==> config.mk <==
export PLATFORM = sky130hd
export DESIGN_NAME = wb_stage_flat
export DESIGN_NICKNAME = d
export VERILOG_FILES = /design/src/rtl/wb_stage_pkg.sv /design/src/rtl/wb_stage_if.sv /design/src/rtl/wb_stage_load_extend.sv /design/src/rtl/wb_stage.sv /design/src/flat_wrapper.sv
export SDC_FILE = /design/constraint.sdc
export NUM_CORES = 1
export LEC_CHECK = 0
export ABC_AREA = 0
export BUFFER_PORTS_ARGS = -buffer_cell sky130_fd_sc_hd__buf_2
export CORE_ASPECT_RATIO = 1.75
export CORE_UTILIZATION = 35
export CTS_BUF_LIST = sky130_fd_sc_hd__clkbuf_8
export DETAILED_ROUTE_END_ITERATION = 8
export SLEW_MARGIN = 20
export SYNTH_ARGS = -nofsm -noshare
export SYNTH_HDL_FRONTEND = slang
export SYNTH_HIERARCHICAL = 1
export SYNTH_SLANG_ARGS = --single-unit
==> constraint.sdc <==
create_clock -name clk -period 2.6 [get_ports clk]
set_input_delay 0 -clock clk [delete_from_list [all_inputs] [get_ports clk]]
set_output_delay 0 -clock clk [all_outputs]
set_load 0.02 [all_outputs]
==> src/rtl/wb_stage_pkg.sv <==
// Shared encodings for the writeback stage: writeback/data-source selects,
// opcode and load funct3 values, and the WB pipeline control record.
package wb_stage_pkg;

    // Writeback value select (code 3 behaves as WB_ALU)
    localparam logic [1:0] WB_ALU = 2'd0;
    localparam logic [1:0] WB_MEM = 2'd1;
    localparam logic [1:0] WB_PC4 = 2'd2;

    // Load data source select (any code other than D_UART reads DMEM)
    localparam logic [1:0] D_DMEM = 2'd0;
    localparam logic [1:0] D_UART = 2'd1;

    localparam logic [6:0] OP_LOAD = 7'h03;
    localparam logic [6:0] OP_IMM  = 7'h13;
    localparam logic [6:0] OP_JAL  = 7'h6f;

    typedef enum logic [2:0] {
        F3_LB  = 3'd0,
        F3_LH  = 3'd1,
        F3_LW  = 3'd2,
        F3_LBU = 3'd4,
        F3_LHU = 3'd5
    } load_f3_e;

    // Control half of the MEM/WB register
    typedef struct packed {
        logic        valid;
        logic [31:0] inst;
        logic [1:0]  wbsel;
        logic [1:0]  dsel;
        logic        regwen;
    } wb_ctrl_t;

endpackage

==> src/rtl/wb_stage_if.sv <==
// MEM-stage to WB-stage bundle plus the regfile write port, forwarding bus
// and retired-instruction count. master = pipeline side, slave = wb_stage.
interface wb_stage_if #(
    parameter int XLEN      = 32,
    parameter int INSTRET_W = 32
);
    logic                 stall;
    logic                 flush;
    logic                 mem_valid;
    logic [31:0]          mem_inst;
    logic [XLEN-1:0]      mem_alu;
    logic [XLEN-1:0]      mem_pc4;
    logic [1:0]           mem_wbsel;
    logic [1:0]           mem_dsel;
    logic                 mem_regwen;
    logic [31:0]          dmem_rdata;
    logic [31:0]          uart_rdata;
    logic                 rf_we;
    logic [4:0]           rf_waddr;
    logic [XLEN-1:0]      rf_wdata;
    logic                 fwd_valid;
    logic [4:0]           fwd_rd;
    logic [XLEN-1:0]      fwd_data;
    logic [INSTRET_W-1:0] instret;

    modport master (
        output stall, flush, mem_valid, mem_inst, mem_alu, mem_pc4,
               mem_wbsel, mem_dsel, mem_regwen, dmem_rdata, uart_rdata,
        input  rf_we, rf_waddr, rf_wdata, fwd_valid, fwd_rd, fwd_data, instret
    );

    modport slave (
        input  stall, flush, mem_valid, mem_inst, mem_alu, mem_pc4,
               mem_wbsel, mem_dsel, mem_regwen, dmem_rdata, uart_rdata,
        output rf_we, rf_waddr, rf_wdata, fwd_valid, fwd_rd, fwd_data, instret
    );

endinterface

==> src/rtl/wb_stage_load_extend.sv <==
// Load formatter: picks the byte/halfword addressed by the low address bits
// out of a raw 32-bit word and sign- or zero-extends it. Unknown funct3
// codes pass the whole word through.
module wb_stage_load_extend
    import wb_stage_pkg::*;
#(
    parameter int XLEN = 32
) (
    input  logic [31:0]     raw,
    input  logic [1:0]      offset,
    input  logic [2:0]      funct3,
    output logic [XLEN-1:0] data
);

    logic [7:0]  byte_sel;
    logic [15:0] half_sel;

    // Lane selection; halfword loads ignore offset[0]
    always_comb begin
        byte_sel = raw[{offset, 3'b000} +: 8];
        half_sel = offset[1] ? raw[31:16] : raw[15:0];
    end

    // Extension by load type
    always_comb begin
        data = XLEN'($signed(raw));
        case (funct3)
            F3_LB:   data = XLEN'($signed(byte_sel));
            F3_LBU:  data = XLEN'(byte_sel);
            F3_LH:   data = XLEN'($signed(half_sel));
            F3_LHU:  data = XLEN'(half_sel);
            default: data = XLEN'($signed(raw));
        endcase
    end

endmodule

==> src/rtl/wb_stage.sv <==
// MEM/WB pipeline register and writeback datapath. Load data is taken from
// the memory read ports in the WB cycle; the first stalled cycle snapshots
// it so the written value cannot drift while memory outputs change.
module wb_stage
    import wb_stage_pkg::*;
#(
    parameter int XLEN      = 32,
    parameter int INSTRET_W = 32
) (
    input  logic       clk,
    input  logic       rst_n,
    wb_stage_if.slave  bus
);

    wb_ctrl_t              ctrl;
    logic [XLEN-1:0]       alu;
    logic [XLEN-1:0]       pc4;
    logic                  hold_valid;
    logic [31:0]           hold_data;
    logic [INSTRET_W-1:0]  instret_q;

    logic [4:0]            rd;
    logic [2:0]            funct3;
    logic                  pending;
    logic                  retire;
    logic [31:0]           src_word;
    logic [31:0]           raw_word;
    logic [XLEN-1:0]       load_data;
    logic [XLEN-1:0]       wdata;
    logic                  unused_inst_bits;

    assign rd               = ctrl.inst[11:7];
    assign funct3           = ctrl.inst[14:12];
    assign unused_inst_bits = ^{ctrl.inst[31:15], ctrl.inst[6:0]};

    // MEM/WB register: stall holds (and masks flush), flush inserts a bubble
    always_ff @(posedge clk or negedge rst_n) begin
        if (!rst_n) begin
            ctrl <= '0;
            alu  <= '0;
            pc4  <= '0;
        end else if (!bus.stall) begin
            if (bus.flush) begin
                ctrl.valid <= 1'b0;
            end else begin
                ctrl.valid  <= bus.mem_valid;
                ctrl.inst   <= bus.mem_inst;
                ctrl.wbsel  <= bus.mem_wbsel;
                ctrl.dsel   <= bus.mem_dsel;
                ctrl.regwen <= bus.mem_regwen;
                alu         <= bus.mem_alu;
                pc4         <= bus.mem_pc4;
            end
        end
    end

    // Snapshot the load source on the first stalled cycle; release on any unstalled cycle
    always_ff @(posedge clk or negedge rst_n) begin
        if (!rst_n) begin
            hold_valid <= 1'b0;
            hold_data  <= '0;
        end else if (!bus.stall) begin
            hold_valid <= 1'b0;
        end else if (ctrl.valid && !hold_valid) begin
            hold_valid <= 1'b1;
            hold_data  <= src_word;
        end
    end

    // Retired-instruction counter, wraps naturally
    always_ff @(posedge clk or negedge rst_n) begin
        if (!rst_n) begin
            instret_q <= '0;
        end else if (retire) begin
            instret_q <= instret_q + INSTRET_W'(1);
        end
    end

    // Source select and writeback value
    always_comb begin
        src_word = (ctrl.dsel == D_UART) ? bus.uart_rdata : bus.dmem_rdata;
        raw_word = hold_valid ? hold_data : src_word;
        case (ctrl.wbsel)
            WB_MEM:  wdata = load_data;
            WB_PC4:  wdata = pc4;
            default: wdata = alu;
        endcase
    end

    wb_stage_load_extend #(.XLEN(XLEN)) u_load_extend (
        .raw    (raw_word),
        .offset (alu[1:0]),
        .funct3 (funct3),
        .data   (load_data)
    );

    assign pending = ctrl.valid & ctrl.regwen & (rd != 5'd0);
    assign retire  = ctrl.valid & ~bus.stall;

    assign bus.rf_we     = pending & ~bus.stall;
    assign bus.rf_waddr  = rd;
    assign bus.rf_wdata  = wdata;
    assign bus.fwd_valid = pending;
    assign bus.fwd_rd    = rd;
    assign bus.fwd_data  = wdata;
    assign bus.instret   = instret_q;

endmodule
==> src/flat_wrapper.sv <==
// flat-port wrapper written by rule: the top's interface ports become plain ports
module wb_stage_flat import wb_stage_pkg::*;
#(
    parameter int XLEN      = 32,
    parameter int INSTRET_W = 32
)
  (clk, rst_n, bus_stall, bus_flush, bus_mem_valid, bus_mem_inst, bus_mem_alu, bus_mem_pc4, bus_mem_wbsel, bus_mem_dsel, bus_mem_regwen, bus_dmem_rdata, bus_uart_rdata, bus_rf_we, bus_rf_waddr, bus_rf_wdata, bus_fwd_valid, bus_fwd_rd, bus_fwd_data, bus_instret);
  wb_stage_if #(.XLEN(XLEN), .INSTRET_W(INSTRET_W)) bus_i ();
  input  logic clk;
  input  logic rst_n;
  input wire logic [$bits(bus_i.stall)-1:0] bus_stall;
  input wire logic [$bits(bus_i.flush)-1:0] bus_flush;
  input wire logic [$bits(bus_i.mem_valid)-1:0] bus_mem_valid;
  input wire logic [$bits(bus_i.mem_inst)-1:0] bus_mem_inst;
  input wire logic [$bits(bus_i.mem_alu)-1:0] bus_mem_alu;
  input wire logic [$bits(bus_i.mem_pc4)-1:0] bus_mem_pc4;
  input wire logic [$bits(bus_i.mem_wbsel)-1:0] bus_mem_wbsel;
  input wire logic [$bits(bus_i.mem_dsel)-1:0] bus_mem_dsel;
  input wire logic [$bits(bus_i.mem_regwen)-1:0] bus_mem_regwen;
  input wire logic [$bits(bus_i.dmem_rdata)-1:0] bus_dmem_rdata;
  input wire logic [$bits(bus_i.uart_rdata)-1:0] bus_uart_rdata;
  output wire logic [$bits(bus_i.rf_we)-1:0] bus_rf_we;
  output wire logic [$bits(bus_i.rf_waddr)-1:0] bus_rf_waddr;
  output wire logic [$bits(bus_i.rf_wdata)-1:0] bus_rf_wdata;
  output wire logic [$bits(bus_i.fwd_valid)-1:0] bus_fwd_valid;
  output wire logic [$bits(bus_i.fwd_rd)-1:0] bus_fwd_rd;
  output wire logic [$bits(bus_i.fwd_data)-1:0] bus_fwd_data;
  output wire logic [$bits(bus_i.instret)-1:0] bus_instret;
  assign bus_i.stall = bus_stall;
  assign bus_i.flush = bus_flush;
  assign bus_i.mem_valid = bus_mem_valid;
  assign bus_i.mem_inst = bus_mem_inst;
  assign bus_i.mem_alu = bus_mem_alu;
  assign bus_i.mem_pc4 = bus_mem_pc4;
  assign bus_i.mem_wbsel = bus_mem_wbsel;
  assign bus_i.mem_dsel = bus_mem_dsel;
  assign bus_i.mem_regwen = bus_mem_regwen;
  assign bus_i.dmem_rdata = bus_dmem_rdata;
  assign bus_i.uart_rdata = bus_uart_rdata;
  assign bus_rf_we = bus_i.rf_we;
  assign bus_rf_waddr = bus_i.rf_waddr;
  assign bus_rf_wdata = bus_i.rf_wdata;
  assign bus_fwd_valid = bus_i.fwd_valid;
  assign bus_fwd_rd = bus_i.fwd_rd;
  assign bus_fwd_data = bus_i.fwd_data;
  assign bus_instret = bus_i.instret;
  wb_stage #(.XLEN(XLEN), .INSTRET_W(INSTRET_W)) u_core (.clk(clk), .rst_n(rst_n), .bus(bus_i));
endmodule
# == Word-level counts from Yosys, hierarchy flattened ==
# Cells that the tools add are included.
# classes
add_sub_neg,1
eq_ne,7
n_shift,1
n_mux,8
bitwise_logic,6
reduce_logical,6
# op_table
op,n
$pmux W32 S4,1
$mux W32,2
$pmux W32 S2,1
$add A32 B1 Y32 const B,1
$shiftx A32 B6 Y8,1
$mux W16,1
$eq A3 B3 Y1 const B,2
$reduce_bool A5 Y1,1
$and A1 B1 Y1,4
$eq A2 B1 Y1 const B,2
$reduce_and A2 Y1,2
$eq A3 B1 Y1 const B,1
$logic_not A3 Y1,1
$mux W1,3
$eq A2 B2 Y1 const B,1
$ne A2 B1 Y1 const B,1
$not A1 Y1,2
$logic_and A1 B1 Y1,1
$logic_not A1 Y1,1
# totals
regBits,150
input_bits,170
out_inout_bits,108
word_cells,39

# == Longest topological paths before layout ==
# Gate-level depths: netlist of run 1.
# depth
ltp_word,6
mapped_depth,12

# == Hierarchy ==
# Netlist of run 1, hierarchy kept.
# modules_own_cells
module,n_inst,cells_each,area_each_um2,seq_area_each_um2
wb_stage,1,597,7323.3,3578.4
wb_stage_load_extend,1,96,845.8,0.0

# == Least setup slack after synthesis of run 1 ==
# OpenSTA, ideal clock, no wires.
# synth_timing
path_type,flip-flop to output port
startpoint,register u_core/ctrl[2] in the netlist's numbering
endpoint,output bus_rf_wdata[10]
arrival_ns,2.893
setup_slack_ns,-0.293
path_stages_with_launch,13
path_buffers,4
path_cell_list,dfrtp_1 -> nor2b_1 -> clkbuf_1 -> buf_2 -> mux2_2 -> mux2_2 -> mux2_4 -> a22oi_4 -> buf_6 -> a2bb2oi_2 -> a22oi_1 -> o21ai_0 -> buf_4
# synth_via
elab_chain_len,6
# synth_rtl
element,line,rtl
from (decl),wb_stage.sv:15,wb_ctrl_t ctrl;
$eq A2 B1 Y1,wb_stage.sv:81,src_word = (ctrl.dsel == D_UART) ? bus.uart_rdata : bus.dmem_rdata;
$mux W32,wb_stage.sv:81,
$mux W32,wb_stage.sv:82,raw_word = hold_valid ? hold_data : src_word;
named net u_core.raw_word[23],wb_stage.sv:27,logic [31:0] raw_word;
$shiftx A32 B6 Y8,wb_stage_load_extend.sv:20,"byte_sel = raw[{offset, 3'b000} +: 8];"
$pmux W32 S4,wb_stage_load_extend.sv:27,case (funct3)
named net u_core.load_data[10],wb_stage.sv:28,logic [XLEN-1:0] load_data;
$pmux W32 S2,wb_stage.sv:83,case (ctrl.wbsel)
to (decl),flat_wrapper.sv:24,output wire logic [$bits(bus_i.rf_wdata)-1:0] bus_rf_wdata;
# The timed path passes the listed nets, and every way through them passes these cells.

# == Final worst setup path of run 1 ==
# layout_timing
startpoint,register u_core/ctrl[2] in the netlist's numbering
endpoint,output bus_fwd_data[13]
# layout_via
elab_chain_len,6
# layout_rtl
element,line,rtl
$eq A2 B1 Y1,wb_stage.sv:81,
$mux W32,wb_stage.sv:81,
$mux W32,wb_stage.sv:82,
named net u_core.raw_word[31],wb_stage.sv:27,
$shiftx A32 B6 Y8,wb_stage_load_extend.sv:20,
$pmux W32 S4,wb_stage_load_extend.sv:27,
named net u_core.load_data[13],wb_stage.sv:28,
$pmux W32 S2,wb_stage.sv:83,
to (decl),flat_wrapper.sv:27,output wire logic [$bits(bus_i.fwd_data)-1:0] bus_fwd_data;
# The timed path passes the listed nets, and every way through them passes these cells.

==> reports/qor.csv, run 1 <==
stage;metric;value;unit
detailed_routing;Post-Route WL;24.4;mm
setup_path;worst path arrival time;3.14;ns
timing;min Tclk post-route;3.14;ns
clock_tree;Clock Latency Late Sink;0.47;ns
timing;final setup fails;64;
logic_synthesis;cell count after synthesis;693;
detailed_routing;drt wl/cell;17.5;um
hold_path;Hold/Removal Path Class;primary input to asynchronous set/reset pin;
logic_synthesis;FFs w/ async S/R, synth;100;%
floorplanning;die area;24000;sq um
final_layout;Multi-input gate area;4260;sq um
logic_synthesis;register bit total from synthesis;143;
logic_synthesis;Synthesized Nets;866;
timing;fin crit share;121;%
detailed_routing;detailed-route DRC error count;0;
floorplanning;Initial Utilization;35.8;%
global_routing;initial antenna violation count;2;
floorplanning;Rows;73;
final_layout;FF+latch area;3580;sq um
setup_path;Crit Path Max Fanout;14;
clock_tree;Max clock buf depth;2;
clock_tree;CTS tree;yes;
timing;slew margin rel.;55.6;%
detailed_routing;Vias/cell;4.88;
timing;count of final hold-check violations;0;
floorplanning;I/O pin count;278;
global_routing;GRT Util Overall;20.8;%
floorplanning;Die H;204;um
detailed_routing;first-pass detailed-route iteration total;4;
power;Leakage;0.00556;uW
global_routing;first-pass GRT wire length;38.5;mm
clock_tree;clock sink count;143;
global_routing;vias in the first global route;7162;
placed_design;DP Wirelength;17.0;mm
setup_path;WS Path Type;register to output pin;
placed_design;Setup Slack @ Placement;-0.0436;ns
setup_path;Worst Setup End Kind;output pin;
clock_tree;clock root buffer;clkbuf_8;
logic_synthesis;Seq/Total Area, Yosys;43.8;%
floorplanning;core area;22800;sq um
timing;clk_skew;0.00981;ns
logic_synthesis;Mean Syn Cell Area;11.8;sq um
logic_synthesis;number of flops mapped to enable cells by yosys;0;
final_layout;area delta synth->final;47.2;%
run_status;failing checks;negative setup slack;
timing;Worst Tran Pin Value;0.665;ns
global_routing;largest net degree at the start of global routing;65;
placed_design;post-placement cell area;9770;sq um
placed_design;Placer Congestion;0.893;
final_layout;share of layout cells above drive strength 1;53.1;%
logic_synthesis;YS warnings;6;
final_layout;Nets;1255;
timing;final slew viol count;0;
timing;fin worst setup slack;-0.543;ns
setup_path;crit start category;register;
timing;unrepaired setup endpoints after global routing;yes;
job;Max-Cap Viols;0;
clock_tree;Num CTS Buffers;17;
logic_synthesis;cell area after synthesis;8170;sq um
final_layout;Final Cell Area;12000;sq um
global_routing;total gr overflow;0;
placed_design;Port Buffers;253;
power;pwr dens;685;nW/um^2
floorplanning;die width;117;um
final_layout;fillers;2052;
clock_tree;htree depth;4;
power;peak supply drop;550;uV
logic_synthesis;Yosys cell types;54;
detailed_routing;remaining antenna violation count after routing;0;
detailed_routing;Vias;6822;
setup_path;CP Data Required Time;2.60;ns
detailed_routing;initial drt markers;228;
final_layout;commonest non-fill, non-tap cell in the layout;buf_2;
timing;Highest Clock Rate;318;MHz
final_layout;commonest cells after routing, fill and taps aside;buf_2, mux2_2, dlygate4sd3_1;
run_status;status;finished with violations;
power;Total Power;8240;uW
logic_synthesis;Main synth FF type;dfrtp_1;
clock_tree;clk slew on worst S/H paths;0.08;ns
[logic make-up after synthesis]
family / synth area share, %
muxes: 25.2
DFF: 43.8
and+or+nand+nor: 8.76
AOI/OAI and AO/OA: 11.4
buffers and inverters: 7.05
xor gates and xnor gates: 3.32
adders and majority gates: 0.460
[layer usage]
layer / up-vias / global-route usage (%) / share of wire, %
li1: 3248 / - / -
met1: 3352 / 23.2 / 40
met2: 187 / 38.4 / 54
met3: 35 / 3.85 / 3.6
met4: 0 / 8.70 / 2.5
met5: - / 0 / 0
[report_power, final]
| group | total (uW) | switching, uW | leakage, uW | internal [uW] |
|---|---|---|---|---|
| clock | 2070 | 886 | 0.000233 | 1180 |
| combinational | 3280 | 1700 | 0.00359 | 1590 |
| sequential | 2890 | 278 | 0.00174 | 2610 |
[state kept, by name, summed over array words and instances, names as in the netlist]
name and flops:
u_core/alu 32, u_core/bus.fwd_rd 5, u_core/bus.instret 32, u_core/ctrl 9, u_core/hold_data 32, u_core/hold_valid 1
u_core/pc4 32
[timing repair]
| action | 4_1_cts | 5_1_grt |
|---|---|---|
| resized for setup | 8 | 28 |
| hold endpoints to repair | 221 | 0 |
| hold buffers | 160 | 0 |
| setup endpoints to repair | 64 | 64 |
| pin swaps | 2 | 0 |
| setup buffers | 6 | 0 |
[worst paths after layout]
path                                         from                      to  slack [ns]  depth (start not counted)
setup / recovery                   u_core/ctrl[2]        bus_fwd_data[13]       -0.54                         11
hold / removal                              rst_n  u_core/bus.instret[16]        0.05                          2
setup reg to reg                   u_core/ctrl[2]     u_core/hold_data[2]        0.29                          7
hold reg to reg            u_core/bus.instret[31]  u_core/bus.instret[31]        0.48                          1
max in group asynchronous                   rst_n           u_core/alu[3]        1.68                          3
min in group clk                        bus_flush          u_core/ctrl[4]        0.10                          5
[final cells by class]
type / count / share of cell area, %
tap: 300 / 3.12
antenna: 2 / 0.0416
sequential: 143 / 29.8
timing repair buffer: 458 / 27.6
clock buffer: 19 / 2.17
inverter: 7 / 0.218
multi-input combinational: 455 / 35.4
clock inverter: 13 / 1.63
[stage by stage]
stage,std cells,utilization (%),hold WS [ns],TNS [ns]
after floorplan,693,-,-0.296,-0.186
final,1397,52.7,0.0474,-27.38
after global routing,1397,52.7,0.0663,-36.63
after CTS,1395,52.1,0.0290,-33.69
after detailed placement,1197,42.8,0.00806,-0.414
after global placement,1197,42.8,0.00624,-0.129
[worst max-delay path, cell delays in order, from the launching register on]
cell      delay (ns)
dfrtp_1         0.41
nor2b_4         0.13
buf_12          0.15
mux2_2          0.34
mux2_2          0.28
mux2_4          0.29
a22oi_4         0.24
buf_12          0.16
o221ai_1        0.12
a22oi_1         0.26
o21ai_1         0.11
buf_2           0.17
[synthesized netlist by cell type, drive strengths merged, types with 2 or more instances]
library cell	n	area share (%)
nand3	5	0.31
or4	2	0.23
xor2	19	2.0
a22o	3	0.32
mux2i	6	0.74
dfrtp	143	44
a22oi	33	3.2
nand2	50	2.3
a221o	6	0.74
clkbuf	30	1.4
buf	58	5.3
a2bb2oi	20	3.2
and3	8	0.61
mux2	177	24
o21a	4	0.37
nor2	10	0.46
and3b	2	0.21
nor3	11	1.2
a21oi	7	0.43
ha	3	0.46
xnor2	12	1.3
inv	6	0.28
nor2b	13	1.0
nand4b	2	0.40
nor4	3	0.41
o21ai	35	2.2
nand4	7	0.69
o221ai	5	0.54
(Power assumes the default switching activity.)
==> run 2, diff against run 1 <==
Settings changed: CORE_UTILIZATION 35 to 25.
==> run 2 against run 1 <==
Against the previous run: the flow finishes with violations (design-rule violations, negative setup slack); critical path depth decreased by 1; clock skew increased by 0.0057 ns; via count decreased by 0.19%; global-route usage decreased by 5.3 points; flip-flop and latch count unchanged; combinational power about the same; core utilization decreased by 16 points; wire length increased by 5.8%; sequential share of layout area increased by 0.30 points; clock power decreased by 14%; largest cell class unchanged.
==> reports/qor.csv, run 2 (synthesized netlist as in run 1, its figures left out) <==
stage;metric;value;unit
power;Leakage;0.00545;uW
clock_tree;clock sink count;143;
setup_path;CP Data Required Time;2.60;ns
timing;slew margin rel.;47.7;%
global_routing;total gr overflow;0;
detailed_routing;drt wl/cell;17.4;um
setup_path;worst path arrival time;3.18;ns
global_routing;initial antenna violation count;3;
setup_path;Slowest cell on crit path;dfrtp_1;
final_layout;share of layout cells above drive strength 1;53.4;%
placed_design;Port Buffers;253;
clock_tree;Clock Latency Late Sink;0.50;ns
final_layout;fillers;3215;
timing;final setup fails;64;
power;Logic pwr share;41.1;%
hold_path;Hold Path End;u_core/alu[3];
power;cell internal pwr;4890;uW
placed_design;Setup Slack @ Placement;-0.152;ns
floorplanning;Initial Utilization;25.4;%
global_routing;largest net degree at the start of global routing;79;
timing;unrepaired setup endpoints after global routing;yes;
hold_path;hold depth;4;
detailed_routing;Vias;6809;
global_routing;first-pass GRT wire length;38.8;mm
setup_path;Reg2Reg Capture Point;u_core/hold_data[5];
clock_tree;Num CTS Buffers;17;
placed_design;DP Wirelength;18.7;mm
timing;clk_skew;0.0155;ns
timing;final slew viol count;0;
final_layout;commonest cells after routing, fill and taps aside;buf_2, mux2_2, dlygate4sd3_1;
job;Max-Cap Viols;0;
run_status;status;finished with violations;
power;switch share;38.4;%
detailed_routing;detailed-route DRC error count;28;
setup_path;crit-path cells;nor2b_4 > buf_12 > mux2_2 > mux2_2 > mux2_2 > a22o_1 > a221o_1 > a22oi_2 > o21ai_2 > buf_2;
detailed_routing;first-pass detailed-route iteration total;9;
final_layout;Nets;1242;
hold_path;min-delay src;bus_flush;
clock_tree;clk slew on worst S/H paths;0.10;ns
detailed_routing;initial drt markers;294;
timing;fin worst setup slack;-0.585;ns
clock_tree;Max clock buf depth;2;
setup_path;WS Path Type;register to output pin;
power;pwr dens;666;nW/um^2
setup_path;r2r startpoint;u_core/ctrl[2];
detailed_routing;remaining antenna violation count after routing;0;
global_routing;GRT Util Overall;15.5;%
run_status;failing checks;design-rule violations, negative setup slack;
detailed_routing;Vias/cell;4.58;
clock_tree;clock root buffer;clkbuf_8;
final_layout;area delta synth->final;45.8;%
final_layout;final core utilization;37.0;%
setup_path;crit start category;register;
timing;Highest Clock Rate;314;MHz
global_routing;vias in the first global route;6926;
floorplanning;die area;33400;sq um
setup_path;Crit path max-delay family;multiplexers;
timing;count of final hold-check violations;0;
setup_path;Buf+Inv Stages, Crit Path;2;
floorplanning;die width;139;um
hold_path;Hold/Removal Path Class;primary input to register;
timing;min Tclk post-route;3.18;ns
power;Psw;3040;uW
setup_path;slowest stage delay, CP;0.42;ns
timing;Worst Tran Pin Value;0.784;ns
power;sequential power share;36.3;%
setup_path;FF-to-FF path depth;7;
power;peak supply drop;418;uV
placed_design;Placer Congestion;0.822;
setup_path;Crit Path Max Fanout;13;
detailed_routing;Post-Route WL;25.9;mm
floorplanning;Rows;87;
setup_path;worst reg-to-reg setup slack;0.28;ns
setup_path;Worst Setup End Kind;output pin;
floorplanning;Die H;241;um
setup_path;Crit path depth;10;
clock_tree;htree depth;4;
timing;final setup TNS;-31.19;ns
timing;fin crit share;122;%
clock_tree;CTS tree;yes;
floorplanning;core area;32200;sq um
floorplanning;I/O pin count;278;
final_layout;commonest non-fill, non-tap cell in the layout;buf_2;
power;Clk pwr share;22.6;%
setup_path;most frequent CP cell;mux2_2;
-- run 2: cell count changes in the layout (fill, tap and decap cells not counted), sizes merged, moves of 4 or more --
cell,before,now
bufinv,5,0
inv,10,15
dlygate4sd3,160,145
clkinv,2,6
-- run 2: worst register-to-register path, stage by stage, from the launching register on --
cell and delay, ns:
dfrtp_1 0.42, nor2b_4 0.14, buf_12 0.15, buf_4 0.14, buf_8 0.12, mux2_1 0.37
dlygate4sd3_1 0.60, mux2_2 0.27
-- run 2: area by class of cell --
| type | instances | area (sq um) | share of cell area (%) |
|---|---|---|---|
| Sequential cell | 143 | 3580 | 30.1 |
| Clock buffer | 17 | 234 | 1.96 |
| Inverter | 7 | 26.3 | 0.221 |
| Timing Repair Buffer | 445 | 3190 | 26.8 |
| Multi-Input combinational cell | 455 | 4200 | 35.3 |
| Antenna cell | 4 | 10.0 | 0.0841 |
| Clock inverter | 15 | 163 | 1.37 |
| Tap cell | 400 | 500 | 4.20 |
-- run 2: metal layers --
metal / global-route usage (%) / vias up / wire, um / share of wire [%]
li1: - / 3235 / - / -
met1: 16.8 / 3328 / 10500 / 40
met2: 27.3 / 188 / 13100 / 51
met3: 3.21 / 58 / 848 / 3.3
met4: 10.4 / 0 / 1420 / 5.5
met5: 0 / - / 0 / 0
-- run 2: power groups by stage --
stage | registers, uW | logic (uW) | clock network, uW
after floorplan | 2870 | 2180 | 0
after global placement | 2900 | 2940 | 0
after detailed placement | 2920 | 2960 | 0
after CTS | 2880 | 3270 | 1870
after global routing | 2930 | 3500 | 1940
final | 2880 | 3260 | 1790
-- run 2: per-stage QoR --
stage	area, sq um	cells	hold WS [ns]	total power, uW
floorplan	8320	693	-0.296	5050
global placement	9920	1300	0.106	5840
detailed placement	9920	1300	0.114	5880
CTS	11900	1480	0.0623	8020
global route	11900	1485	0.0910	8370
finish	11900	1486	0.124	7930
-- run 2: worst max path at each step --
| stage | from | to | slack (ns) |
|---|---|---|---|
| after floorplan | u_core/ctrl[2] | bus_rf_wdata[10] | -0.02 |
| after global placement | u_core/ctrl[2] | bus_rf_wdata[23] | -0.13 |
| after detailed placement | u_core/ctrl[2] | bus_rf_wdata[23] | -0.15 |
| after CTS | u_core/ctrl[2] | bus_fwd_data[3] | -0.65 |
| after global routing | u_core/ctrl[2] | bus_rf_wdata[31] | -0.73 |
| final | u_core/ctrl[2] | bus_rf_wdata[3] | -0.58 |
-- run 2: repair_timing --
item                                    4_1_cts  5_1_grt
hold endpoints to repair                    187        0
endpoints found under the setup margin       64       64
cloned                                        1        0
pin swaps                                     2        3
buffers inserted                              2        2
hold buffers                                145        0
gates resized for setup                      23        3
